### src/rtl/shift_arbiter.sv
// shift_arbiter: two requesters share one 16-bit shifter (SLL / SRA / ROR).
// At most one grant per cycle; the result lands in a single-entry response
// buffer together with the source ID and the requester's tag.
//
// Ports
//   clk, rst                      clock, synchronous active-high reset
//   req0_* / req1_*               valid/ready handshake plus data, amt, mode, tag
//   rsp_valid / rsp_ready         response buffer handshake
//   rsp_data, rsp_src, rsp_tag    shifted result, granted source, returned tag
//   rsp_illegal                   granted request used mode 3 (operand passed through)
//
// Parameters
//   TAG_W         tag width
//   ARB_MODE      0 = round-robin, 1 = fixed priority to req0 with starvation guard
//   STARVE_LIMIT  ARB_MODE=1: cycles req1 may be passed over before a forced grant
module shift_arbiter #(
  parameter int TAG_W        = 4,
  parameter int ARB_MODE     = 0,
  parameter int STARVE_LIMIT = 8
) (
  input  logic             clk,
  input  logic             rst,
  input  logic             req0_valid,
  output logic             req0_ready,
  input  logic [15:0]      req0_data,
  input  logic [3:0]       req0_amt,
  input  logic [1:0]       req0_mode,
  input  logic [TAG_W-1:0] req0_tag,
  input  logic             req1_valid,
  output logic             req1_ready,
  input  logic [15:0]      req1_data,
  input  logic [3:0]       req1_amt,
  input  logic [1:0]       req1_mode,
  input  logic [TAG_W-1:0] req1_tag,
  output logic             rsp_valid,
  input  logic             rsp_ready,
  output logic [15:0]      rsp_data,
  output logic             rsp_src,
  output logic [TAG_W-1:0] rsp_tag,
  output logic             rsp_illegal
);

  localparam int CNT_W = 8;

  logic             slot_free;
  logic             last_grant;
  logic [CNT_W-1:0] starve_cnt;
  logic             starved;
  logic             gnt0;
  logic             gnt1;

  logic [15:0]      sel_data;
  logic [3:0]       sel_amt;
  logic [1:0]       sel_mode;
  logic [TAG_W-1:0] sel_tag;
  logic [15:0]      shift_res;
  logic             shift_illegal;
  logic signed [15:0] sra_in;
  logic [31:0]      ror_dbl;

  assign slot_free = !rsp_valid || rsp_ready;
  assign starved   = (ARB_MODE != 0) && (starve_cnt == CNT_W'(STARVE_LIMIT));

  always_comb begin
    gnt0 = 1'b0;
    gnt1 = 1'b0;
    if (!rst && slot_free) begin
      if (req0_valid && req1_valid) begin
        if (ARB_MODE == 0) begin
          // last_grant resets to 1 so req0 takes the first conflict
          if (last_grant) gnt0 = 1'b1;
          else            gnt1 = 1'b1;
        end else begin
          if (starved) gnt1 = 1'b1;
          else         gnt0 = 1'b1;
        end
      end else if (req0_valid) begin
        gnt0 = 1'b1;
      end else if (req1_valid) begin
        gnt1 = 1'b1;
      end
    end
  end

  assign req0_ready = gnt0;
  assign req1_ready = gnt1;

  assign sel_data = gnt1 ? req1_data : req0_data;
  assign sel_amt  = gnt1 ? req1_amt  : req0_amt;
  assign sel_mode = gnt1 ? req1_mode : req0_mode;
  assign sel_tag  = gnt1 ? req1_tag  : req0_tag;

  always_comb begin
    sra_in        = sel_data;
    // rotate right = low half of the doubled operand shifted right
    ror_dbl       = {sel_data, sel_data} >> sel_amt;
    shift_res     = sel_data;
    shift_illegal = 1'b0;
    case (sel_mode)
      2'd0:    shift_res = sel_data << sel_amt;
      2'd1:    shift_res = sra_in >>> sel_amt;
      2'd2:    shift_res = ror_dbl[15:0];
      default: shift_illegal = 1'b1;
    endcase
  end

  always_ff @(posedge clk) begin
    if (rst) begin
      rsp_valid   <= 1'b0;
      rsp_data    <= '0;
      rsp_src     <= 1'b0;
      rsp_tag     <= '0;
      rsp_illegal <= 1'b0;
    end else if (gnt0 || gnt1) begin
      rsp_valid   <= 1'b1;
      rsp_data    <= shift_res;
      rsp_src     <= gnt1;
      rsp_tag     <= sel_tag;
      rsp_illegal <= shift_illegal;
    end else if (rsp_ready) begin
      rsp_valid   <= 1'b0;
    end
  end

  always_ff @(posedge clk) begin
    if (rst) begin
      last_grant <= 1'b1;
    end else if (gnt0) begin
      last_grant <= 1'b0;
    end else if (gnt1) begin
      last_grant <= 1'b1;
    end
  end

  always_ff @(posedge clk) begin
    if (rst || ARB_MODE == 0) begin
      starve_cnt <= '0;
    end else if (!req1_valid || gnt1) begin
      starve_cnt <= '0;
    end else if (slot_free && !starved) begin
      starve_cnt <= starve_cnt + 1'b1;
    end
  end

endmodule

### config.mk
export PLATFORM = sky130hd
export DESIGN_NAME = shift_arbiter
export DESIGN_NICKNAME = d
export VERILOG_FILES = /design/src/rtl/shift_arbiter.sv
export SDC_FILE = /design/constraint.sdc
export NUM_CORES = 1
export LEC_CHECK = 0
export ABC_AREA = 1
export CAP_MARGIN = 15
export CORE_UTILIZATION = 45
export CTS_BUF_LIST = sky130_fd_sc_hd__clkbuf_8
export DETAILED_ROUTE_END_ITERATION = 8
export DONT_BUFFER_PORTS = 1
export GPL_ROUTABILITY_DRIVEN = 0
export GPL_TIMING_DRIVEN = 0
export RECOVER_POWER = 25
export SLEW_MARGIN = 20
export SYNTH_ARGS = -nofsm -noshare
export SYNTH_HDL_FRONTEND = slang
export SYNTH_SLANG_ARGS = --single-unit
### constraint.sdc
create_clock -name clk -period 2.8 [get_ports clk]
set_input_delay 0.14 -clock clk [delete_from_list [all_inputs] [get_ports clk]]
set_output_delay 0.14 -clock clk [all_outputs]
set_load 0.02 [all_outputs]
==> results_dict.tcl <==
set metrics [dict create \
    synth_edf_count 0 \
    htreeDepth 1 \
    max_freq_ghz 0.386 \
    pre_cts_slack_ps 279 \
    post-route-period-util_pct 92.6 \
    drc 0 \
    crit_arrival_ps 2750 \
    nNetsFinal 671 \
    overflow 0 \
    cts_made_buffers 3 \
    cp_common_cell "nand2_1" \
    antenna_found_initial 0 \
    cts_tree "yes" \
    hold_viol 0 \
    synth_cell_type_count 31 \
    ys_ff_latch 24 \
    syn_to_final_growth_pct 5.89 \
    die_w_um 87.0 \
    finalPower_mw 1.50 \
    drtAntennaViolNets 0 \
    layout-drive-gt1-share_pct 9.30 \
    fin_ws_ps 206 \
    maxCapViolCount 0 \
    crit_type "reg -> reg" \
    drt_iter0_drc 529 \
    slew_headroom_pct 65.5 \
    holdWs_ps 59.5 \
    grt_max_degree 15 \
    grtUsageTotal_pct 31.5 \
    hold_buffers 0 \
    cp_max_fo 10 \
    vias 4111 \
    fp-row-count 30 \
    cts_resized 0 \
    grt_pass1_vias 3687 \
    min_path_type "in -> reg" \
    dieHeight_um 87.0 \
    fin_skew_ps 10.1 \
    tightestPinTransition_ps 517 \
    ir_drop_mv 0.225 \
    coreArea_um2 6870 \
    required_ps 2960 \
    grt_pass1_wl_um 18200 \
    insertedDiodeCount 0 \
    crit_chain "a21oi_4 > nand2_4 > inv_2 > buf_6 > nand2_2 > o21ai_4 > nor2_2 > inv_2 > nand2_1 > inv_1 > nand2_1 > nand2_1 > a21oi_1 > nor2_1" \
    seq_area_um2 480 \
    clockBufferDepth 2 \
    path_clk_slew_ps 90 \
    fin_area_um2 3440 \
    viasPerCell 5.80 \
    synth_area_per_cell_um2 5.34 \
    io_pins 82 \
    p_leak_nw 1.90 \
    crit_slowest_cell "dfxtp_1" \
    start_util_pct 47.3 \
    port_buffers 0 \
    root_buffer "clkbuf_8" \
    place_area_um2 3370 \
    status "finished clean" \
    multi_input_area_um2 2250 \
    clock_latency_ps 270 \
    seq_area_frac_synth_pct 14.8 \
    cts.sinks 24 \
    synth_flop_cell "dfxtp_1" \
    drv_slew 0 \
    async_reset_ff_share_pct 0 \
    post_cts_buffers 0 \
    critical_path_buf_inv_count 4 \
    power_density_nw_per_um2 435 \
    dp_hpwl_um 9090 \
    start_kind "register" \
    critical-path-top-delay-family "simple AND/OR/NAND/NOR gates" \
    finalSetupTns_ps 0 \
    r2r_slack_ps 210 \
    rsz0062_at_grt "no" \
    syn_area_um2 3250 \
    yosysWarnings 0 \
    cp-end-kind "register" \
    syn_nets 666 \
    dr.pass1.iters 6 \
    num-fill-cells 780 \
    max_stage_delay_ps 530 \
    fin_crit_ps 2590 \
    setup_viol 0 \
    synthCells 609 \
    die_area_um2 7570 \
    wl_per_cell_um 16.2 \
    drt_wl_total_um 11500 \
]
## where the power goes
part           leakage, nW  switching, mW  internal (mW)
registers            0.198         0.0613          0.375
logic                 1.67          0.520          0.239
clock network       0.0357          0.110          0.191
total                 1.90          0.691          0.806
## layout make-up
cell class	instances	area share [%]
buffer	31	6.83
inverter	75	8.18
multi-input combinational	479	65.5
clock buffer	3	1.20
clock inverter	1	0.872
tap	96	3.49
sequential	24	14.0
## cell families after synthesis
kind of cell           count (synthesis)  share of synthesized area (%)
AND/OR/NAND/NOR                      398                           54.5
buffers and inverters                106                           15.9
flip-flops                            24                           14.8
AO/OA/AOI/OAI                         81                           14.9
## cells in the final DEF (no fill, tap or decap), types with 5 or more instances in the layout
cell / n
nand2_1: 228
nand3_1: 125
inv_1: 68
o21ai_0: 31
dfxtp_1: 24
a21oi_1: 23
nand3b_1: 14
nor2_1: 13
buf_6: 11
buf_2: 8
inv_2: 7
o211ai_1: 7
buf_4: 7
o21ai_1: 7
clkbuf_1: 5
## per-stage QoR
stage,util (%),instances
CTS,50.1,709
finish,50.1,709
global route,50.1,709
global placement,49.1,705
floorplan,-,609
detailed placement,49.1,705
## registers in the layout (all words and copies together), names as in the netlist
register     flops
rsp_src          1
last_grant       1
rsp_valid        1
rsp_tag          4
rsp_data        16
rsp_illegal      1
## per-layer routing
layer | wire length (um) | global-route usage (%) | vias to the layer above
met3 | 1380 | 6.35 | 53
met2 | 4750 | 46.7 | 291
met4 | 784 | 18.8 | 0
li1 | - | - | 1980
met5 | 0 | 0 | -
met1 | 4570 | 42.0 | 1787
## cell usage after synthesis (2+ instances only)
cell type / n / area [um2]
nand2_1: 228 / 856
nand3_1: 125 / 626
inv_1: 68 / 255
o21ai_0: 31 / 155
dfxtp_1: 24 / 480
a21oi_1: 23 / 115
nand3b_1: 14 / 105
nor2_1: 13 / 48.8
buf_6: 11 / 124
buf_2: 8 / 40.0
buf_4: 7 / 52.6
inv_2: 7 / 26.3
o211ai_1: 7 / 52.6
o21ai_1: 7 / 35.0
clkbuf_1: 5 / 18.8
nand2_2: 4 / 25.0
nor2_2: 4 / 25.0
nor2_4: 3 / 33.8
o21bai_1: 3 / 22.5
a31oi_1: 2 / 12.5
nand2_4: 2 / 22.5
nor3_1: 2 / 10.0
o21ai_2: 2 / 17.5
o21ai_4: 2 / 32.5
## worst paths after layout
| kind | startpoint | to | depth (start not counted) |
|---|---|---|---|
| worst max-delay path | rsp_valid | rsp_data[1] | 14 |
| worst min-delay path | rst | rsp_src | 2 |
| worst max register to register | rsp_valid | rsp_data[1] | 14 |
| worst min register to register | last_grant | last_grant | 2 |
Power figures use the tool's default switching activity.
